<file path="config.mk">
export PLATFORM = sky130hd
export DESIGN_NAME = uart_rx_parity
export DESIGN_NICKNAME = d
export VERILOG_FILES = /design/src/rtl/uart_pkg.sv /design/src/rtl/uart_rx_sync.sv /design/src/rtl/uart_rx_parity.sv
export SDC_FILE = /design/constraint.sdc
export NUM_CORES = 1
export LEC_CHECK = 0
export ABC_CLOCK_PERIOD_IN_PS = 4500
export CAP_MARGIN = 0
export CORE_ASPECT_RATIO = 0.5
export CORE_MARGIN = 5
export CORE_UTILIZATION = 55
export CTS_CLUSTER_SIZE = 12
export DETAILED_ROUTE_END_ITERATION = 10
export PLACE_DENSITY = 0.77
export SYNTH_ARGS = -nofsm -noshare
export SYNTH_HDL_FRONTEND = slang
export SYNTH_SLANG_ARGS = --single-unit
</file>
<file path="constraint.sdc">
create_clock -name CLK_50M -period 4.5 [get_ports CLK_50M]
set_clock_uncertainty 0.1 [all_clocks]
set_input_delay 0.675 -clock CLK_50M [delete_from_list [all_inputs] [get_ports CLK_50M]]
set_output_delay 0.675 -clock CLK_50M [all_outputs]
set_load 0.1 [all_outputs]
</file>
<file path="src/rtl/uart_pkg.sv">
// ---------------------------------------------------------------------------
// uart_pkg
// Shared definitions for the team's 8-bit UART (transmitter and receiver):
//   - bit-period divider constants for a 50 MHz system clock
//   - bps_divider(): baud-select code -> bit period in clock cycles
//   - rx_state_t: receiver FSM state encoding
// ---------------------------------------------------------------------------
package uart_pkg;

    localparam logic [17:0] DIV_300   = 18'd166667;
    localparam logic [17:0] DIV_600   = 18'd83333;
    localparam logic [17:0] DIV_1200  = 18'd41667;
    localparam logic [17:0] DIV_2400  = 18'd20833;
    localparam logic [17:0] DIV_4800  = 18'd10417;
    localparam logic [17:0] DIV_9600  = 18'd5208;
    localparam logic [17:0] DIV_19200 = 18'd2604;
    localparam logic [17:0] DIV_38400 = 18'd1302;

    typedef enum logic [2:0] {
        ST_IDLE,
        ST_START,
        ST_DATA,
        ST_PARITY,
        ST_STOP,
        ST_WAIT_HIGH
    } rx_state_t;

    // Code 7 selects 300 baud so that the slowest rate still has a code.
    function automatic logic [17:0] bps_divider(input logic [2:0] sel);
        case (sel)
            3'd0:    return DIV_600;
            3'd1:    return DIV_1200;
            3'd2:    return DIV_2400;
            3'd3:    return DIV_4800;
            3'd4:    return DIV_9600;
            3'd5:    return DIV_19200;
            3'd6:    return DIV_38400;
            default: return DIV_300;
        endcase
    endfunction

endpackage

</file>
<file path="src/rtl/uart_rx_sync.sv">
// ---------------------------------------------------------------------------
// uart_rx_sync
// Brings the asynchronous RX pin into the CLK_50M domain and flags the
// idle-to-start falling edge.
//   CLK_50M     in   system clock
//   rst_n       in   asynchronous active-low reset (flops reset to idle-high)
//   RX          in   raw serial line
//   rx_s        out  synchronised RX
//   fall_pulse  out  one-cycle pulse when rx_s goes 1 -> 0
// ---------------------------------------------------------------------------
module uart_rx_sync #(
    parameter int SYNC_STAGES = 2
) (
    input  logic CLK_50M,
    input  logic rst_n,
    input  logic RX,
    output logic rx_s,
    output logic fall_pulse
);

    logic [SYNC_STAGES-1:0] r_sync;
    logic                   r_prev;

    // NOTE: sequential state uses non-blocking assignments so every flop
    // samples the pre-edge value of its neighbour; blocking here would
    // collapse the synchroniser chain into a single stage.
    always_ff @(posedge CLK_50M or negedge rst_n) begin
        if (!rst_n) begin
            r_sync <= '1;
            r_prev <= 1'b1;
        end else begin
            r_sync <= {r_sync[SYNC_STAGES-2:0], RX};
            r_prev <= r_sync[SYNC_STAGES-1];
        end
    end

    assign rx_s       = r_sync[SYNC_STAGES-1];
    assign fall_pulse = r_prev & ~rx_s;

endmodule

</file>
<file path="src/rtl/uart_rx_parity.sv">
// ---------------------------------------------------------------------------
// uart_rx_parity
// UART receiver: 1 start, 8 data (LSB first), 1 parity, 1 stop bit.
//   CLK_50M     in   system clock (50 MHz)
//   rst_n       in   asynchronous active-low reset
//   bps_sel     in   baud select (see uart_pkg::bps_divider), latched at start
//   check_sel   in   parity select, 1=odd 0=even, latched at start
//   RX          in   serial line, idle high, asynchronous
//   dout        out  received byte, held until the next valid
//   valid       out  one-cycle pulse; dout and flags are fresh on this cycle
//   parity_err  out  parity mismatch on the last frame
//   frame_err   out  stop bit sampled low on the last frame
//   busy        out  high from start-edge detect until back in IDLE
// Build option: define UART_RX_MAJORITY_EN to take every bit decision as a
// 2-of-3 vote over three samples two cycles apart, decided two cycles later.
// ---------------------------------------------------------------------------
module uart_rx_parity
    import uart_pkg::*;
#(
    parameter int CLK_HZ      = 50_000_000,
    parameter int SYNC_STAGES = 2
) (
    input  logic       CLK_50M,
    input  logic       rst_n,
    input  logic [2:0] bps_sel,
    input  logic       check_sel,
    input  logic       RX,
    output logic [7:0] dout,
    output logic       valid,
    output logic       parity_err,
    output logic       frame_err,
    output logic       busy
);

    // CLK_HZ only documents the clock the divider table assumes; a
    // non-positive value falls back to the default depth as well.
    localparam int SYNC_N = (CLK_HZ <= 0 || SYNC_STAGES < 2) ? 2 : SYNC_STAGES;

`ifdef UART_RX_MAJORITY_EN
    localparam logic [17:0] DECIDE_SHIFT = 18'd2;
`else
    localparam logic [17:0] DECIDE_SHIFT = 18'd0;
`endif

    rx_state_t   r_state, w_state_next;
    logic        w_rx_s, w_fall;
    logic [17:0] r_div, r_cnt, w_decide_at;
    logic        r_check;
    logic [2:0]  r_bit_cnt;
    logic [7:0]  r_shift, r_dout;
    logic        r_perr, r_valid, r_parity_err, r_frame_err, r_busy;
    logic        w_tick, w_sample;

    uart_rx_sync #(.SYNC_STAGES(SYNC_N)) u_sync (
        .CLK_50M    (CLK_50M),
        .rst_n      (rst_n),
        .RX         (RX),
        .rx_s       (w_rx_s),
        .fall_pulse (w_fall)
    );

    // START decides at the half period (bit centre from the falling edge);
    // the counter is then cleared, so every later decision is one full
    // period on, again at a bit centre.
    always_comb begin
        if (r_state == ST_START) w_decide_at = (r_div >> 1) - 18'd1 + DECIDE_SHIFT;
        else                     w_decide_at = r_div - 18'd1;
    end

    assign w_tick = (r_cnt == w_decide_at);

`ifdef UART_RX_MAJORITY_EN
    logic r_tap0, r_tap1;

    // Earlier taps sit 4 and 2 cycles before the decision; the third vote
    // is the live synchronised sample on the decision cycle.
    always_ff @(posedge CLK_50M or negedge rst_n) begin
        if (!rst_n) begin
            r_tap0 <= 1'b1;
            r_tap1 <= 1'b1;
        end else begin
            if (r_cnt == w_decide_at - 18'd4) r_tap0 <= w_rx_s;
            if (r_cnt == w_decide_at - 18'd2) r_tap1 <= w_rx_s;
        end
    end

    assign w_sample = (r_tap0 & r_tap1) | (r_tap0 & w_rx_s) | (r_tap1 & w_rx_s);
`else
    assign w_sample = w_rx_s;
`endif

    always_ff @(posedge CLK_50M or negedge rst_n) begin
        if (!rst_n) r_state <= ST_IDLE;
        else        r_state <= w_state_next;
    end

    // NOTE: next state defaults to the current state before the case so
    // that no path leaves it unassigned, which would infer a latch.
    always_comb begin
        w_state_next = r_state;
        case (r_state)
            ST_IDLE:      if (w_fall) w_state_next = ST_START;
            ST_START:     if (w_tick) w_state_next = w_sample ? ST_IDLE : ST_DATA;
            ST_DATA:      if (w_tick && r_bit_cnt == 3'd7) w_state_next = ST_PARITY;
            ST_PARITY:    if (w_tick) w_state_next = ST_STOP;
            ST_STOP:      if (w_tick) w_state_next = w_sample ? ST_IDLE : ST_WAIT_HIGH;
            ST_WAIT_HIGH: if (w_rx_s) w_state_next = ST_IDLE;
            default:      w_state_next = ST_IDLE;
        endcase
    end

    always_ff @(posedge CLK_50M or negedge rst_n) begin
        if (!rst_n) begin
            r_div        <= DIV_9600;
            r_check      <= 1'b0;
            r_cnt        <= '0;
            r_bit_cnt    <= '0;
            r_shift      <= '0;
            r_perr       <= 1'b0;
            r_dout       <= '0;
            r_valid      <= 1'b0;
            r_parity_err <= 1'b0;
            r_frame_err  <= 1'b0;
            r_busy       <= 1'b0;
        end else begin
            r_valid <= 1'b0;
            r_cnt   <= w_tick ? 18'd0 : r_cnt + 18'd1;
            case (r_state)
                ST_IDLE: begin
                    if (w_fall) begin
                        r_cnt     <= '0;
                        r_bit_cnt <= '0;
                        r_busy    <= 1'b1;
                        r_div     <= bps_divider(bps_sel);
                        r_check   <= check_sel;
                    end
                end
                ST_START: begin
                    // High at the start-bit centre: a glitch, not a frame.
                    if (w_tick && w_sample) r_busy <= 1'b0;
                end
                ST_DATA: begin
                    if (w_tick) begin
                        r_shift   <= {w_sample, r_shift[7:1]};
                        r_bit_cnt <= r_bit_cnt + 3'd1;
                    end
                end
                ST_PARITY: begin
                    if (w_tick) r_perr <= w_sample ^ (^r_shift ^ r_check);
                end
                ST_STOP: begin
                    if (w_tick) begin
                        r_dout       <= r_shift;
                        r_parity_err <= r_perr;
                        r_frame_err  <= ~w_sample;
                        r_valid      <= 1'b1;
                        if (w_sample) r_busy <= 1'b0;
                    end
                end
                ST_WAIT_HIGH: begin
                    // A held-low line (break) must not look like a new start.
                    if (w_rx_s) r_busy <= 1'b0;
                end
                default: r_busy <= 1'b0;
            endcase
        end
    end

    assign dout       = r_dout;
    assign valid      = r_valid;
    assign parity_err = r_parity_err;
    assign frame_err  = r_frame_err;
    assign busy       = r_busy;

endmodule
</file>
==> reports/qor.csv <==
metric,value,unit
slew_headroom,0.338,
row_count,22,
die_w,132,um
final_common_cell,dfrtp_1,
path_depth,13,
overflow,0,
syn_area,0.00413,mm^2
hold_path.class,reg2reg,
cp_max_fo,10,
drtIter0Drc,266,
ys_warn_count,0,
remaining_drc_errors,0,
gp_congestion,0.921,
grt_pass1_wl,15800,um
crit_path_start_kind,flop,
routed_wl,9090,um
syn_inst,427,
clkSlewWorstSetupHoldPaths,0.06,ns
placed_area,0.00438,mm^2
grtUsageTotal,0.212,
start_util,0.564,
synth_edf_count,0,
place_hpwl,6420,um
p_leak,2.16,nW
clockRootBuffer,clkbuf_16,
drtAntennaViolNets,0,
num_vias,3228,
num-nets-final,448,
async_reset_ff_frac,1.00,
fmaxAchievable,241,MHz
slowest_delay,0.55,ns
post-route-min-period,4.16,ns
ys_ff_latch,67,
status,"complete, no violations",
cts_buffers,9,
crit_slowest_cell,or4_4,
critical_path.cell_chain,nor3b_4 -> mux2i_1 -> ha_1 -> nand2b_1 -> a211oi_4 -> nand4_1 -> xnor2_1 -> nand3_1 -> or4_4 -> nor4b_4 -> nor3b_1 -> buf_4 -> mux2_1,
core_area,0.00732,mm^2
cp_top_family,simple AND/OR/NAND/NOR gates,
final_area,0.00472,mm^2
syn2layout_area_growth,14.5,%
yosysSeqAreaShare,0.409,
maxCapViolCount,0,
via_per_inst,6.00,
first_pass_iters,5,
reg2regPathDepth,13,
synth.distinct_cells,68,
io_pins,19,
rsz0062_at_grt,false,
clockBufferDepth,2,
cts_tree,yes,
crit_arrival,4.27,ns
syn_nets,438,
crit_type,reg2reg,
finalSetupTns,0,ns
antenna_found_initial,0,
vdd_drop_max,0.000355,V
final_cell_mix,"dfrtp_1 (59), nand2_1 (44), nor2_1 (35), xnor2_1 (31)",
reg2reg_slack,0.34,ns
cts_max_level,3,
clkLatencyLatePin,0.34,ns
num_antenna_cells,0,
synth_area_per_cell,9.66,um^2
finalSetupViolations,0,
p_per_area,636,mW/mm^2
synth_top_area_cell,dfrtp_1,
drive_above_1_share,0.120,
post_drt_wl_per_cell,16.9,um
ctsHoldBuffers,0,
hold_depth,0,
cts_num_sinks,67,
totalPowerFinal,3.01,mW
grt_pass1_vias,3037,
yosys_most_used_dff,dfrtp_1,
hold_viol,0,
synth.top_cell.area_share,0.358,
fin_crit_sh,0.923,
crit_path_end_kind,flop,
grt_max_degree,39,
die-area,0.00944,mm^2
maxSlewViolCount,0,
die_y,71.3,um
port_buffers,18,
required,4.62,ns
critPathBufInv,1,
synth_area_leaders,"dfrtp_1 (36%), xnor2_1 (6.6%), dfstp_2 (5.1%), mux2_1 (4.9%), mux2i_1 (4.4%)",
max_slew.worst_pin.slew,0.990,ns
per-stage QoR:
step | util | cells | hold WS, ns | worst slack, ns
floorplan | - | 427 | 0.245 | 0.224
global placement | 0.599 | 521 | 0.246 | 0.485
detailed placement | 0.599 | 521 | 0.247 | 0.326
CTS | 0.643 | 537 | 0.257 | 0.292
global route | 0.645 | 538 | 0.267 | 0.000840
finish | 0.645 | 538 | 0.257 | 0.344
cells by family (layout without fill, tap and decap cells):
group                      Yosys count  count (layout)  synth area share
and+or+nand+nor                    155             155             0.198
AOI/OAI and AO/OA                   74              74             0.137
DFF                                 67              67             0.409
xor gates and xnor gates            49              49             0.104
muxes                               40              40             0.104
buffers and inverters               38              53            0.0370
adders and majority gates            4               4            0.0121
metal layers:
| layer | share of wire | up-vias | track usage | wire [um] |
|---|---|---|---|---|
| met4 | 0.021 | 0 | 0.0968 | 190 |
| li1 | - | 1545 | - | - |
| met1 | 0.48 | 1550 | 0.304 | 4400 |
| met3 | 0.073 | 20 | 0.0617 | 662 |
| met2 | 0.42 | 113 | 0.296 | 3840 |
| met5 | 0 | - | 0 | 0 |
final cells by class:
class	count	area (um^2)
fill	587	2600
multi-input combinational	322	2300
sequential	67	1690
timing repair buffer	30	265
clock buffer	10	239
tap	96	120
clock inverter	6	87.6
inverter	7	26.3
flip-flops by register name, indices dropped and copies added, names as in the netlist:
| name | count |
|---|---|
| r_shift | 8 |
| r_check | 1 |
| r_div | 18 |
| r_perr | 1 |
| parity_err | 1 |
| dout | 8 |
| valid | 1 |
| frame_err | 1 |
| r_bit_cnt | 3 |
| u_sync.r_prev | 1 |
| r_cnt | 18 |
| busy | 1 |
| r_state | 3 |
| u_sync.r_sync | 2 |
synth_stat cells (all sizes together), types with 2 or more instances:
cell type and number:
dfrtp 59, nand2 44, nor2 35, xnor2 31
mux2 22, clkbuf 21, mux2i 18, o21ai 18
xor2 18, nand3 14, and3 13, buf 10
nor3 9, a21oi 8, dfstp 8, a211oi 7
inv 7, nor3b 6, ha 4, nand2b 4
nand4 4, or2 4, a22o 3, a22oi 3
a2bb2oi 3, a311oi 3, a31oi 3, nor2b 3
nor4 3, nor4b 3, o31ai 3, a2111oi 2
a21boi 2, a41oi 2, and4 2, nor4bb 2
o221ai 2, o22ai 2, o41ai 2, or4 2
worst paths after layout:
kind	startpoint	to
max	r_state[1]$_DFFE_PN0P_	dout[6]$_DFFE_PN0P_
min	u_sync.r_sync[0]$_DFF_PN1_	u_sync.r_sync[1]$_DFF_PN1_
max reg2reg	r_state[1]$_DFFE_PN0P_	dout[6]$_DFFE_PN0P_
min reg2reg	u_sync.r_sync[0]$_DFF_PN1_	u_sync.r_sync[1]$_DFF_PN1_
max in group asynchronous	rst_n	r_div[6]$_DFFE_PN1P_
min in group asynchronous	rst_n	dout[5]$_DFFE_PN0P_
power by group:
group          switching, mW  total, mW  internal, mW
Clock                  0.266      0.767         0.500
Combinational          0.704       1.29         0.587
Sequential             0.213      0.948         0.735
what timing repair did:
item / in CTS / in global routing
endpoints found under the setup margin: 0 / 9
buffers inserted: 0 / 1
resized for setup: 0 / 1
Power figures use the tool's default switching activity.
